File: src/rtl/nibble_serial_adder_if.sv
// Operand/result handshake bundle for nibble_serial_adder.
// The master drives operands and result acceptance; the slave is the adder.
interface nibble_serial_adder_if #(
    parameter int unsigned WIDTH = 16
);
    logic             in_valid;
    logic             in_ready;
    logic [WIDTH-1:0] a;
    logic [WIDTH-1:0] b;
    logic             cin;
    logic             out_valid;
    logic             out_ready;
    logic [WIDTH-1:0] sum;
    logic             cout;
    logic             ovf;

    modport master (
        output in_valid, a, b, cin, out_ready,
        input  in_ready, out_valid, sum, cout, ovf
    );

    modport slave (
        input  in_valid, a, b, cin, out_ready,
        output in_ready, out_valid, sum, cout, ovf
    );
endinterface

File: src/rtl/nibble_serial_adder.sv
// Nibble-serial wide adder: one 4-bit carry-select adder reused for WIDTH/4 cycles,
// with the carry chained through a register between nibbles.

// 4-bit carry-select adder: low pair ripples, high pair precomputed for both carries.
module carry_select (
    input  logic [3:0] x,
    input  logic [3:0] y,
    input  logic       carry,
    output logic [3:0] s,
    output logic       cout
);
    logic [2:0] w_lo;
    logic [2:0] w_hi0;
    logic [2:0] w_hi1;

    assign w_lo  = 3'({1'b0, x[1:0]}) + 3'({1'b0, y[1:0]}) + 3'({2'b00, carry});
    assign w_hi0 = 3'({1'b0, x[3:2]}) + 3'({1'b0, y[3:2]});
    assign w_hi1 = 3'({1'b0, x[3:2]}) + 3'({1'b0, y[3:2]}) + 3'd1;

    assign s    = w_lo[2] ? {w_hi1[1:0], w_lo[1:0]} : {w_hi0[1:0], w_lo[1:0]};
    assign cout = w_lo[2] ? w_hi1[2] : w_hi0[2];
endmodule

module nibble_serial_adder #(
    parameter int unsigned WIDTH = 16
) (
    input  logic                 clk,
    input  logic                 rst_n,
    nibble_serial_adder_if.slave bus
);
    localparam int unsigned NIB = WIDTH / 4;
    localparam int unsigned KW  = (NIB > 1) ? $clog2(NIB) : 1;

    typedef enum logic [1:0] {
        IDLE = 2'd0,
        RUN  = 2'd1,
        DONE = 2'd2
    } state_t;

    state_t           r_state;
    state_t           w_state_nxt;
    logic             w_accept;
    logic             w_last;

    logic [WIDTH-1:0] r_a;
    logic [WIDTH-1:0] r_b;
    logic [WIDTH-1:0] r_sum;
    logic             r_carry;
    logic             r_a_msb;
    logic             r_b_msb;
    logic             r_ovf;
    logic [KW-1:0]    r_k;
    logic             r_in_ready;
    logic             r_out_valid;

    logic [3:0]       w_s;
    logic             w_cout;

    carry_select u_cs (
        .x     (r_a[3:0]),
        .y     (r_b[3:0]),
        .carry (r_carry),
        .s     (w_s),
        .cout  (w_cout)
    );

    assign w_last = (r_k == KW'(NIB - 1));

    // State register
    always_ff @(posedge clk or negedge rst_n) begin
        if (!rst_n) begin
            r_state <= IDLE;
        end else begin
            r_state <= w_state_nxt;
        end
    end

    // Next-state and handshake decode
    always_comb begin
        w_state_nxt = r_state;
        w_accept    = 1'b0;
        unique case (r_state)
            IDLE: begin
                if (bus.in_valid) begin
                    w_accept    = 1'b1;
                    w_state_nxt = RUN;
                end
            end
            RUN: begin
                if (w_last) begin
                    w_state_nxt = DONE;
                end
            end
            DONE: begin
                if (bus.out_ready) begin
                    w_state_nxt = IDLE;
                end
            end
            default: w_state_nxt = IDLE;
        endcase
    end

    // Handshake flags are registered copies of the upcoming state
    always_ff @(posedge clk or negedge rst_n) begin
        if (!rst_n) begin
            r_in_ready  <= 1'b1;
            r_out_valid <= 1'b0;
        end else begin
            r_in_ready  <= (w_state_nxt == IDLE);
            r_out_valid <= (w_state_nxt == DONE);
        end
    end

    // Operand capture, nibble shifting and result assembly
    always_ff @(posedge clk or negedge rst_n) begin
        if (!rst_n) begin
            r_a     <= '0;
            r_b     <= '0;
            r_sum   <= '0;
            r_carry <= 1'b0;
            r_a_msb <= 1'b0;
            r_b_msb <= 1'b0;
            r_ovf   <= 1'b0;
            r_k     <= '0;
        end else if (w_accept) begin
            r_a     <= bus.a;
            r_b     <= bus.b;
            r_carry <= bus.cin;
            r_a_msb <= bus.a[WIDTH-1];
            r_b_msb <= bus.b[WIDTH-1];
            r_ovf   <= 1'b0;
            r_k     <= '0;
        end else if (r_state == RUN) begin
            r_a     <= {4'b0000, r_a[WIDTH-1:4]};
            r_b     <= {4'b0000, r_b[WIDTH-1:4]};
            r_sum   <= {w_s, r_sum[WIDTH-1:4]};
            r_carry <= w_cout;
            r_k     <= w_last ? '0 : r_k + KW'(1);
            // Top nibble's MSB is the final sum sign; cin is not part of the comparison
            if (w_last) begin
                r_ovf <= (r_a_msb == r_b_msb) & (w_s[3] != r_a_msb);
            end
        end
    end

    assign bus.in_ready  = r_in_ready;
    assign bus.out_valid = r_out_valid;
    assign bus.sum       = r_sum;
    assign bus.cout      = r_carry;
    assign bus.ovf       = r_ovf;
endmodule
File: src/flat_wrapper.sv
// flat-port wrapper written by rule: the top's interface ports become plain ports
module nibble_serial_adder_flat 
#(
    parameter int unsigned WIDTH = 16
)
  (clk, rst_n, bus_in_valid, bus_a, bus_b, bus_cin, bus_out_ready, bus_in_ready, bus_out_valid, bus_sum, bus_cout, bus_ovf);
  nibble_serial_adder_if #(.WIDTH(WIDTH)) bus_i ();
  input  logic clk;
  input  logic rst_n;
  input wire logic [$bits(bus_i.in_valid)-1:0] bus_in_valid;
  input wire logic [$bits(bus_i.a)-1:0] bus_a;
  input wire logic [$bits(bus_i.b)-1:0] bus_b;
  input wire logic [$bits(bus_i.cin)-1:0] bus_cin;
  input wire logic [$bits(bus_i.out_ready)-1:0] bus_out_ready;
  output wire logic [$bits(bus_i.in_ready)-1:0] bus_in_ready;
  output wire logic [$bits(bus_i.out_valid)-1:0] bus_out_valid;
  output wire logic [$bits(bus_i.sum)-1:0] bus_sum;
  output wire logic [$bits(bus_i.cout)-1:0] bus_cout;
  output wire logic [$bits(bus_i.ovf)-1:0] bus_ovf;
  assign bus_i.in_valid = bus_in_valid;
  assign bus_i.a = bus_a;
  assign bus_i.b = bus_b;
  assign bus_i.cin = bus_cin;
  assign bus_i.out_ready = bus_out_ready;
  assign bus_in_ready = bus_i.in_ready;
  assign bus_out_valid = bus_i.out_valid;
  assign bus_sum = bus_i.sum;
  assign bus_cout = bus_i.cout;
  assign bus_ovf = bus_i.ovf;
  nibble_serial_adder #(.WIDTH(WIDTH)) u_core (.clk(clk), .rst_n(rst_n), .bus(bus_i));
endmodule
File: config.mk
export PLATFORM = sky130hd
export DESIGN_NAME = nibble_serial_adder_flat
export DESIGN_NICKNAME = d
export VERILOG_FILES = /design/src/rtl/nibble_serial_adder_if.sv /design/src/rtl/nibble_serial_adder.sv /design/src/flat_wrapper.sv
export SDC_FILE = /design/constraint.sdc
export NUM_CORES = 1
export LEC_CHECK = 0
export BUFFER_PORTS_ARGS = -buffer_cell sky130_fd_sc_hd__buf_2
export CAP_MARGIN = 30
export CORE_ASPECT_RATIO = 0.5
export CORE_UTILIZATION = 50
export CTS_CLUSTER_DIAMETER = 200
export DETAILED_ROUTE_END_ITERATION = 7
export PLACE_DENSITY_LB_ADDON = 0.25
export SYNTH_ARGS = -nofsm -noshare
export SYNTH_HDL_FRONTEND = slang
export SYNTH_HIERARCHICAL = 1
export SYNTH_SLANG_ARGS = --single-unit
File: constraint.sdc
create_clock -name clk -period 4.75 [get_ports clk]
set_clock_uncertainty 0.1 [all_clocks]
set_input_delay 0.475 -clock clk [delete_from_list [all_inputs] [get_ports clk]]
set_output_delay 0.475 -clock clk [all_outputs]
set_load 0.02 [all_outputs]
==> results of run 1 <==
[stage by stage]
step                instances  hold slack [ns]  cell area (um^2)  setup slack (ns)
global placement          387            0.354              2930              2.46
detailed placement        389            0.359              2960              2.59
global route              404            0.240              3150              2.38
finish                    404            0.167              3150              2.58
CTS                       404            0.203              3150              2.58
floorplan                 278           0.0794              2680              2.75
[per-layer routing]
layer  up-vias  routed length, um  track usage
met5         -                  0            0
met4         0                 33       0.0833
met3         3                429       0.0738
met2        83               2490        0.343
met1      1031               2620        0.292
li1       1029                  -            -
[worst max-delay path by stage]
stage / to / slack (ns)
after global placement: u_core/bus.ovf / 2.46
after floorplan: u_core/bus.ovf / 2.75
final: u_core/r_a[0] / 2.58
after detailed placement: u_core/r_a_msb / 2.59
after global routing: u_core/r_a[0] / 2.38
after CTS: u_core/r_a[0] / 2.58
[state kept, by name (all words and copies together), names as in the netlist]
register and flops:
u_core/bus.cout 1, u_core/bus.in_ready 1, u_core/bus.out_valid 1, u_core/bus.ovf 1, u_core/bus.sum 16, u_core/r_a 16, u_core/r_a_msb 1, u_core/r_b 16
u_core/r_b_msb 1, u_core/r_k 2, u_core/r_state 2
[power groups by stage]
| stage | registers [mW] | clock network (mW) | logic [mW] |
|---|---|---|---|
| 3_5_place_dp | 0.857 | 0 | 0.865 |
| 3_3_place_gp | 0.844 | 0 | 0.816 |
| 2_1_floorplan | 0.898 | 0 | 0.613 |
| 4_1_cts | 0.849 | 0.442 | 0.869 |
| 6_report | 0.850 | 0.432 | 0.863 |
| 5_1_grt | 0.877 | 0.466 | 0.977 |
[area by class of cell]
cell class,instances,share of cell area
timing repair buffer,61,0.105
multi-input combinational,191,0.336
clock inverter,3,0.0127
inverter,9,0.0107
sequential,58,0.462
tap,70,0.0278
clock buffer,12,0.0461
[cells by family (layout without fill, tap and decap cells)]
family                   count (synthesis)  after routing  synth area share
adder cells (fa/ha/maj)                  6              6            0.0364
XOR/XNOR                                 2              2           0.00653
AND/OR/NAND/NOR                        108            108             0.171
AO/OA/AOI/OAI                           73             73             0.170
flip-flops                              58             58             0.541
buffers and inverters                   29             85            0.0662
multiplexers                             2              2           0.00839
[layout by cell type, fill, tap and decap left out, drive strengths merged]
cell type / netlist / routed
a21oi: 9 / 9
a22o: 1 / 1
a22oi: 25 / 25
and2: 1 / 1
and2b: 1 / 1
and3b: 1 / 1
buf: 17 / 61
bufinv: 0 / 1
clkbuf: 3 / 12
clkinv: 0 / 2
dfrtp: 57 / 57
dfstp: 1 / 1
fa: 3 / 3
ha: 3 / 3
inv: 9 / 9
mux2: 2 / 2
nand2: 88 / 88
nand2b: 1 / 1
nor2: 4 / 4
nor2b: 12 / 12
o21ai: 36 / 36
o21bai: 1 / 1
o31ai: 1 / 1
xor2: 2 / 2
[worst max-delay path: stages, from the launching register on]
cell,delay [ns]
dfrtp_1,0.63
and2b_1,0.96
a22oi_1,0.23
o21ai_1,0.17
==> flow_summary.json, run 1 <==
{
  "r2r_cells": 3,
  "worstSetupEndpointType": "register",
  "cts_root_buffer": "clkbuf_8",
  "drv_slew": 0,
  "cellLeakagePower_nw": 1.56,
  "vias": 2146,
  "drive_above_1_share": 0.251,
  "cts_num_sinks": 58,
  "post_cts_buffers": 0,
  "setup_tns_ns": 0,
  "start_util": 0.532,
  "pwr-share-comb": 0.402,
  "internal-power_mw": 1.29,
  "drt_wl_total_um": 5570,
  "syn_to_final_growth_pct": 17.2,
  "rsz0062_at_grt": "false",
  "wl_per_cell_um": 13.8,
  "cts_resized": 0,
  "total_power_mw": 2.14,
  "grt_pass1_vias": 1892,
  "clockBufferDepth": 2,
  "synth-main-ff-cell": "dfrtp_1",
  "post_drt_via_cell_ratio": 5.31,
  "outcome": "completed",
  "drtAntennaViolNets": 0,
  "powerDensity_mw_per_mm2": 682,
  "synthCells": 278,
  "ys_top_cells_by_area": "dfrtp_1, nand2_1, a22oi_1, o21ai_1, o21ai_0",
  "core_area_mm2": 0.00504,
  "cts-buffers-inserted": 9,
  "synth_area_mm2": 0.00268,
  "hpwl_um": 3700,
  "ys_ff_latch": 58,
  "ios": 57,
  "drc": 0,
  "synth_common_cells": "nand2_1, dfrtp_1, a22oi_1",
  "row_count": 18,
  "drv_cap": 0,
  "clock_latency_ns": 0.33,
  "avgSynthCellArea_um2": 9.65,
  "num_antenna_cells": 0,
  "worstPathMaxFanout": 26,
  "p_sw_frac": 0.400,
  "detail_route.iter0.violations": 142,
  "regToRegEndpoint": "u_core/r_a[0]",
  "grt_overflow": 0,
  "path_clk_slew_ns": 0.06,
  "synth_edf_count": 0,
  "clock_power_share": 0.202,
  "max_slew_margin": 0.354,
  "fin_crit_sh": 0.456,
  "cp.arrival_ns": 2.32,
  "yosys.area.top_type": "dfrtp_1",
  "min_period_ns": 2.17,
  "synth-seq-area-share": 0.541,
  "multi_input_comb_area_mm2": 0.00106,
  "yosysMostFrequentCell": "nand2_1",
  "syn-num-nets": 321,
  "grt_max_degree": 59,
  "crit_type": "register to register",
  "grt_antenna_before_repair": 0,
  "hp-class": "primary input to async pin",
  "yosys_warnings": 6,
  "cts_hold_buffers": 0,
  "setup_viol": 0,
  "critPathLaunchType": "register",
  "grt_usage": 0.220,
  "seq_power_share": 0.396,
  "r2r-start": "u_core/r_state[0]",
  "gp_congestion": 0.844,
  "final_core_util": 0.624,
  "io_buffers": 56,
  "startpoint": "u_core/r_state[0]",
  "dr.pass1.iters": 5,
  "die_area_mm2": 0.00568,
  "max-vdd-ir-drop_mv": 0.289,
  "grt_first_pass_wirelength_um": 9160,
  "async_reset_ff_frac": 1.00,
  "synth_cell_types": 28,
  "die_x_um": 106,
  "required_ns": 4.90,
  "nets": 373,
  "netlist.area_leader.share": 0.531,
  "htreeDepth": 3,
  "switchingPower_uw": 857,
  "ff2ff_setup_slack_ns": 2.58,
  "finalHoldViolations": 0,
  "fmax_mhz": 461,
  "fillCellCount": 441,
  "regArea_mm2": 0.00145,
  "cts_tree": "done",
  "die_h_um": 53.8,
  "tightest_slew_ns": 0.969
}
Note: power is estimated with default switching activity, not from simulation.
==> inputs of run 2 (changes only) <==
==> constraint.sdc (replaced) <==
create_clock -name clk -period 2.27 [get_ports clk]
set_clock_uncertainty 0.1 [all_clocks]
set_input_delay 0.227 -clock clk [delete_from_list [all_inputs] [get_ports clk]]
set_output_delay 0.227 -clock clk [all_outputs]
set_load 0.02 [all_outputs]
==> run 2 against run 1 <==
Compared with the run above:
- clock power up 84%
- first-iteration DRC count down 11%
- core utilization up 0.45 points
- die area unchanged
- worst hold slack worse by 0.098 ns
- total power up 110%
- sequential power up 110%
- maximum frequency down 0.94%
- register-to-register slack worse by 2.5 ns
- critical endpoint is now u_core/bus.ovf
- highest routed layer unchanged
==> flow_summary.json, run 2 (same netlist as run 1, synthesis figures left out) <==
{
  "grt_usage": 0.219,
  "setup_viol": 0,
  "fmax_mhz": 457,
  "drv_cap": 0,
  "worstPathMaxFanout": 3,
  "detail_route.iter0.violations": 126,
  "nets": 378,
  "hpwl_um": 3830,
  "die_area_mm2": 0.00568,
  "ios": 57,
  "start_util": 0.532,
  "core_area_mm2": 0.00504,
  "outcome": "completed",
  "clockBufferDepth": 2,
  "total_power_mw": 4.54,
  "row_count": 18,
  "fillCellCount": 445,
  "cts-buffers-inserted": 9,
  "post_drt_via_cell_ratio": 5.25,
  "drive_above_1_share": 0.265,
  "drc": 0,
  "cp.arrival_ns": 2.29,
  "io_buffers": 56,
  "dp_cells": 391,
  "clock_latency_ns": 0.33,
  "htreeDepth": 3,
  "gp_congestion": 0.828,
  "finalHoldViolations": 0,
  "powerDensity_mw_per_mm2": 1430,
  "required_ns": 2.38,
  "regArea_mm2": 0.00145,
  "mostFrequentLayoutCells": "nand2_1, dfrtp_1, buf_2",
  "die_h_um": 53.8,
  "crit_type": "register to register",
  "cts_root_buffer": "clkbuf_8",
  "final_common_cell": "nand2_1",
  "drtAntennaViolNets": 0,
  "drv_slew": 0,
  "path_clk_slew_ns": 0.06,
  "grt_first_pass_wirelength_um": 9250,
  "min_period_ns": 2.19,
  "fin_cells": 410,
  "cellLeakagePower_nw": 1.58,
  "drt_wl_total_um": 5680,
  "dr.pass1.iters": 4,
  "max_slew_margin": 0.341,
  "syn_to_final_growth_pct": 18.0,
  "grt_pass1_vias": 1977,
  "grt_overflow": 0,
  "cts_tree": "done",
  "die_x_um": 106,
  "max-vdd-ir-drop_mv": 0.597,
  "tightest_slew_ns": 0.989,
  "wl_per_cell_um": 13.8,
  "fin_crit_sh": 0.964,
  "grt_max_degree": 59,
  "num_antenna_cells": 0,
  "multi_input_comb_area_mm2": 0.00106,
  "vias": 2152,
  "critPathLaunchType": "register",
  "hp-class": "primary input to register",
  "rsz0062_at_grt": "true",
  "worstSetupEndpointType": "register",
  "grt_antenna_before_repair": 0,
  "cts_num_sinks": 58
}
[run 2: cell types whose count changed in the layout (fill, tap and decap cells not counted), sizes merged]
| cell | change |
|---|---|
| clkbuf | +1 |
| dlygate4sd3 | +1 |
| bufinv | -1 |
| buf | +4 |
| clkinv | +1 |
[run 2: final timing paths]
| check | startpoint | endpoint | slack, ns | cells after the start |
|---|---|---|---|---|
| max reg2reg | u_core/r_b[2] | u_core/bus.ovf | 0.08 | 10 |
| min | bus_a[8] | u_core/r_a[8] | 0.07 | 3 |
| min in group asynchronous | rst_n | u_core/bus.sum[4] | 0.46 | 3 |
| max in group asynchronous | rst_n | u_core/r_b[6] | 1.11 | 3 |
| max | u_core/r_b[2] | u_core/bus.ovf | 0.08 | 10 |
| min reg2reg | u_core/bus.sum[2] | u_core/bus.sum[2] | 0.37 | 2 |
[run 2: timing repair]
item	in CTS	in global routing
gates cloned	0	0
hold buffers	1	0
gates resized for setup	2	1
endpoints found under the setup margin	1	1
hold endpoints to repair	57	0
buffers inserted	0	2
[run 2: stage by stage]
stage	setup TNS, ns	setup WS, ns	cell area (um^2)	hold slack [ns]	util
detailed placement	0	0.0455	2970	0.317	0.589
CTS	0	0.0463	3150	0.0616	0.624
finish	0	0.0812	3170	0.0692	0.628
global route	-0.0133	-0.0133	3170	0.0540	0.628
global placement	0	0.221	2960	0.306	0.586
floorplan	0	0.271	2680	-0.169	-
[run 2: layout make-up]
type                       count  share of cell area
sequential                    58               0.459
clock inverter                 3             0.00474
clock buffer                  13              0.0470
tap                           70              0.0276
timing repair buffer          66               0.115
multi-input combinational    191               0.336
inverter                       9              0.0107
[run 2: critical path, stage by stage (launching register included)]
cell and delay, ns:
dfrtp_1 0.36, ha_1 0.17, inv_1 0.06, fa_1 0.52, inv_1 0.06, ha_1 0.28, nand2_1 0.06, o21ai_2 0.08
and3b_1 0.22, a21oi_2 0.11, o21ai_1 0.07
[run 2: report_power, final]
group	internal (mW)	total, mW	leakage, nW	switching, mW
clock	0.421	0.797	0.0872	0.376
combinational	0.787	1.98	0.747	1.19
sequential	1.47	1.76	0.744	0.291
total	2.68	4.54	1.58	1.86
[run 2: layer usage]
layer,vias to the layer above,track usage,share of wire
li1,1034,-,-
met1,1044,0.280,0.48
met2,70,0.361,0.45
met3,4,0.0666,0.060
met4,0,0.0856,0.0055
met5,-,0,0
==> inputs of run 3 (changes only) <==
--- a/config.mk
+++ b/config.mk
@@ -8,7 +8,7 @@
 export BUFFER_PORTS_ARGS = -buffer_cell sky130_fd_sc_hd__buf_2
 export CAP_MARGIN = 30
 export CORE_ASPECT_RATIO = 0.5
-export CORE_UTILIZATION = 50
+export CORE_UTILIZATION = 54
 export CTS_CLUSTER_DIAMETER = 200
 export DETAILED_ROUTE_END_ITERATION = 7
 export PLACE_DENSITY_LB_ADDON = 0.25
==> run 3 against run 2 <==
Compared with the run above:
- total power decreased by 0.99%
- register-to-register slack improved by 0.05 ns
- critical endpoint unchanged
- critical path depth did not move
- worst hold slack worse by 0.010 ns
- highest routed layer unchanged
- design area rose by 0.20%
- sequential power is essentially flat
- worst setup slack gained 0.045 ns
==> flow_summary.json, run 3 (same netlist as run 1, synthesis figures left out) <==
{
  "regArea_mm2": 0.00145,
  "core_area_mm2": 0.00457,
  "fillCellCount": 375,
  "final_cell_area_mm2": 0.00317,
  "worstPathMaxFanout": 3,
  "clock_latency_ns": 0.33,
  "cts_num_sinks": 58,
  "grt_pass1_vias": 1982,
  "fin_crit_sh": 0.944,
  "grt_overflow": 0,
  "drv_cap": 0,
  "die_h_um": 51.9,
  "nets": 378,
  "cts-buffers-inserted": 9,
  "htreeDepth": 3,
  "die_x_um": 102,
  "setup_tns_ns": 0,
  "critPathLaunchType": "register",
  "outcome": "completed",
  "io_buffers": 56,
  "hpwl_um": 3980,
  "row_count": 17,
  "start_util": 0.587,
  "mostFrequentLayoutCells": "nand2_1, dfrtp_1, buf_2",
  "clockBufferDepth": 2,
  "drc": 0,
  "placed_area_mm2": 0.00298,
  "required_ns": 2.38,
  "die_area_mm2": 0.00527,
  "setup_viol": 0,
  "final_common_cell": "nand2_1",
  "min_period_ns": 2.14,
  "cp.arrival_ns": 2.25,
  "syn_to_final_growth_pct": 18.3,
  "detail_route.iter0.violations": 98,
  "dr.pass1.iters": 4,
  "ios": 57,
  "gp_congestion": 0.882,
  "max-vdd-ir-drop_mv": 0.544,
  "drv_slew": 0,
  "crit_type": "register to register",
  "tightest_slew_ns": 0.954,
  "finalHoldViolations": 0,
  "drive_above_1_share": 0.262,
  "fmax_mhz": 467,
  "wl_per_cell_um": 14.2,
  "post_drt_via_cell_ratio": 5.12,
  "vias": 2078,
  "cellLeakagePower_nw": 1.59,
  "powerDensity_mw_per_mm2": 1410,
  "max_slew_margin": 0.364,
  "final_core_util": 0.694,
  "cts_tree": "done",
  "hp-class": "primary input to register",
  "grt_max_degree": 27,
  "drt_wl_total_um": 5770,
  "grt_first_pass_wirelength_um": 9500,
  "grt_antenna_before_repair": 0,
  "drtAntennaViolNets": 0,
  "path_clk_slew_ns": 0.06,
  "rsz0062_at_grt": "false",
  "worstSetupEndpointType": "register",
  "multi_input_comb_area_mm2": 0.00106,
  "cts_root_buffer": "clkbuf_8",
  "grt_usage": 0.251,
  "num_antenna_cells": 0
}
==> run 3: cell count changes in the layout (fill, tap and decap cells not counted), sizes merged <==
cell	before	now
clkinv	3	2
clkbuf	13	14
==> run 3: layout make-up <==
type | count | area share
Clock buffer | 14 | 0.0544
Clock inverter | 2 | 0.00315
Inverter | 9 | 0.0106
Multi-Input combinational cell | 191 | 0.333
Sequential cell | 58 | 0.458
Tap cell | 66 | 0.0260
Timing Repair Buffer | 66 | 0.115
==> run 3: repair_timing <==
action	in CTS	in global routing
resized for setup	0	1
hold buffers	1	0
endpoints found under the hold margin	13	0
buffers inserted	0	0
endpoints found under the setup margin	0	1
==> run 3: path summary, 6_finish.rpt <==
path	slack [ns]	cells past startpoint	startpoint	endpoint
max	0.13	10	u_core/r_b[2]	u_core/bus.ovf
min in group asynchronous	0.22	2	rst_n	u_core/bus.sum[8]
min	0.06	2	bus_b[15]	u_core/r_b_msb
max in group asynchronous	1.20	3	rst_n	u_core/bus.in_ready
max reg2reg	0.13	10	u_core/r_b[2]	u_core/bus.ovf
min reg2reg	0.37	2	u_core/bus.sum[3]	u_core/bus.sum[3]
==> run 3: stage by stage <==
step           hold WS (ns)  power, mW  std cells  worst slack (ns)
2_1_floorplan        -0.169       3.16        278             0.271
3_3_place_gp         0.0359       3.52        388             0.222
3_5_place_dp         0.0388       3.63        389             0.141
4_1_cts              0.0398       4.52        406             0.128
5_1_grt              0.0366       4.86        406          0.000570
6_report             0.0588       4.49        406             0.127
==> run 3: routing by layer <==
metal	track usage	up-vias	wire, um
met5	0	-	0
met4	0.0845	0	29
met3	0.0874	4	271
met2	0.390	58	2690
met1	0.331	984	2780
li1	-	1032	-
==> run 3: power by group <==
part	internal, mW	total, mW	switching [mW]
logic	0.720	1.88	1.16
registers	1.47	1.76	0.289
clock network	0.482	0.857	0.374
==> run 3: critical path, stage by stage (launching register included) <==
cell and delay [ns]:
dfrtp_1 0.35, ha_1 0.15, inv_1 0.05, fa_1 0.49, inv_1 0.05, ha_1 0.27
nand2_1 0.04, o21ai_1 0.14, and3b_1 0.21, a21oi_1 0.11, o21ai_1 0.07
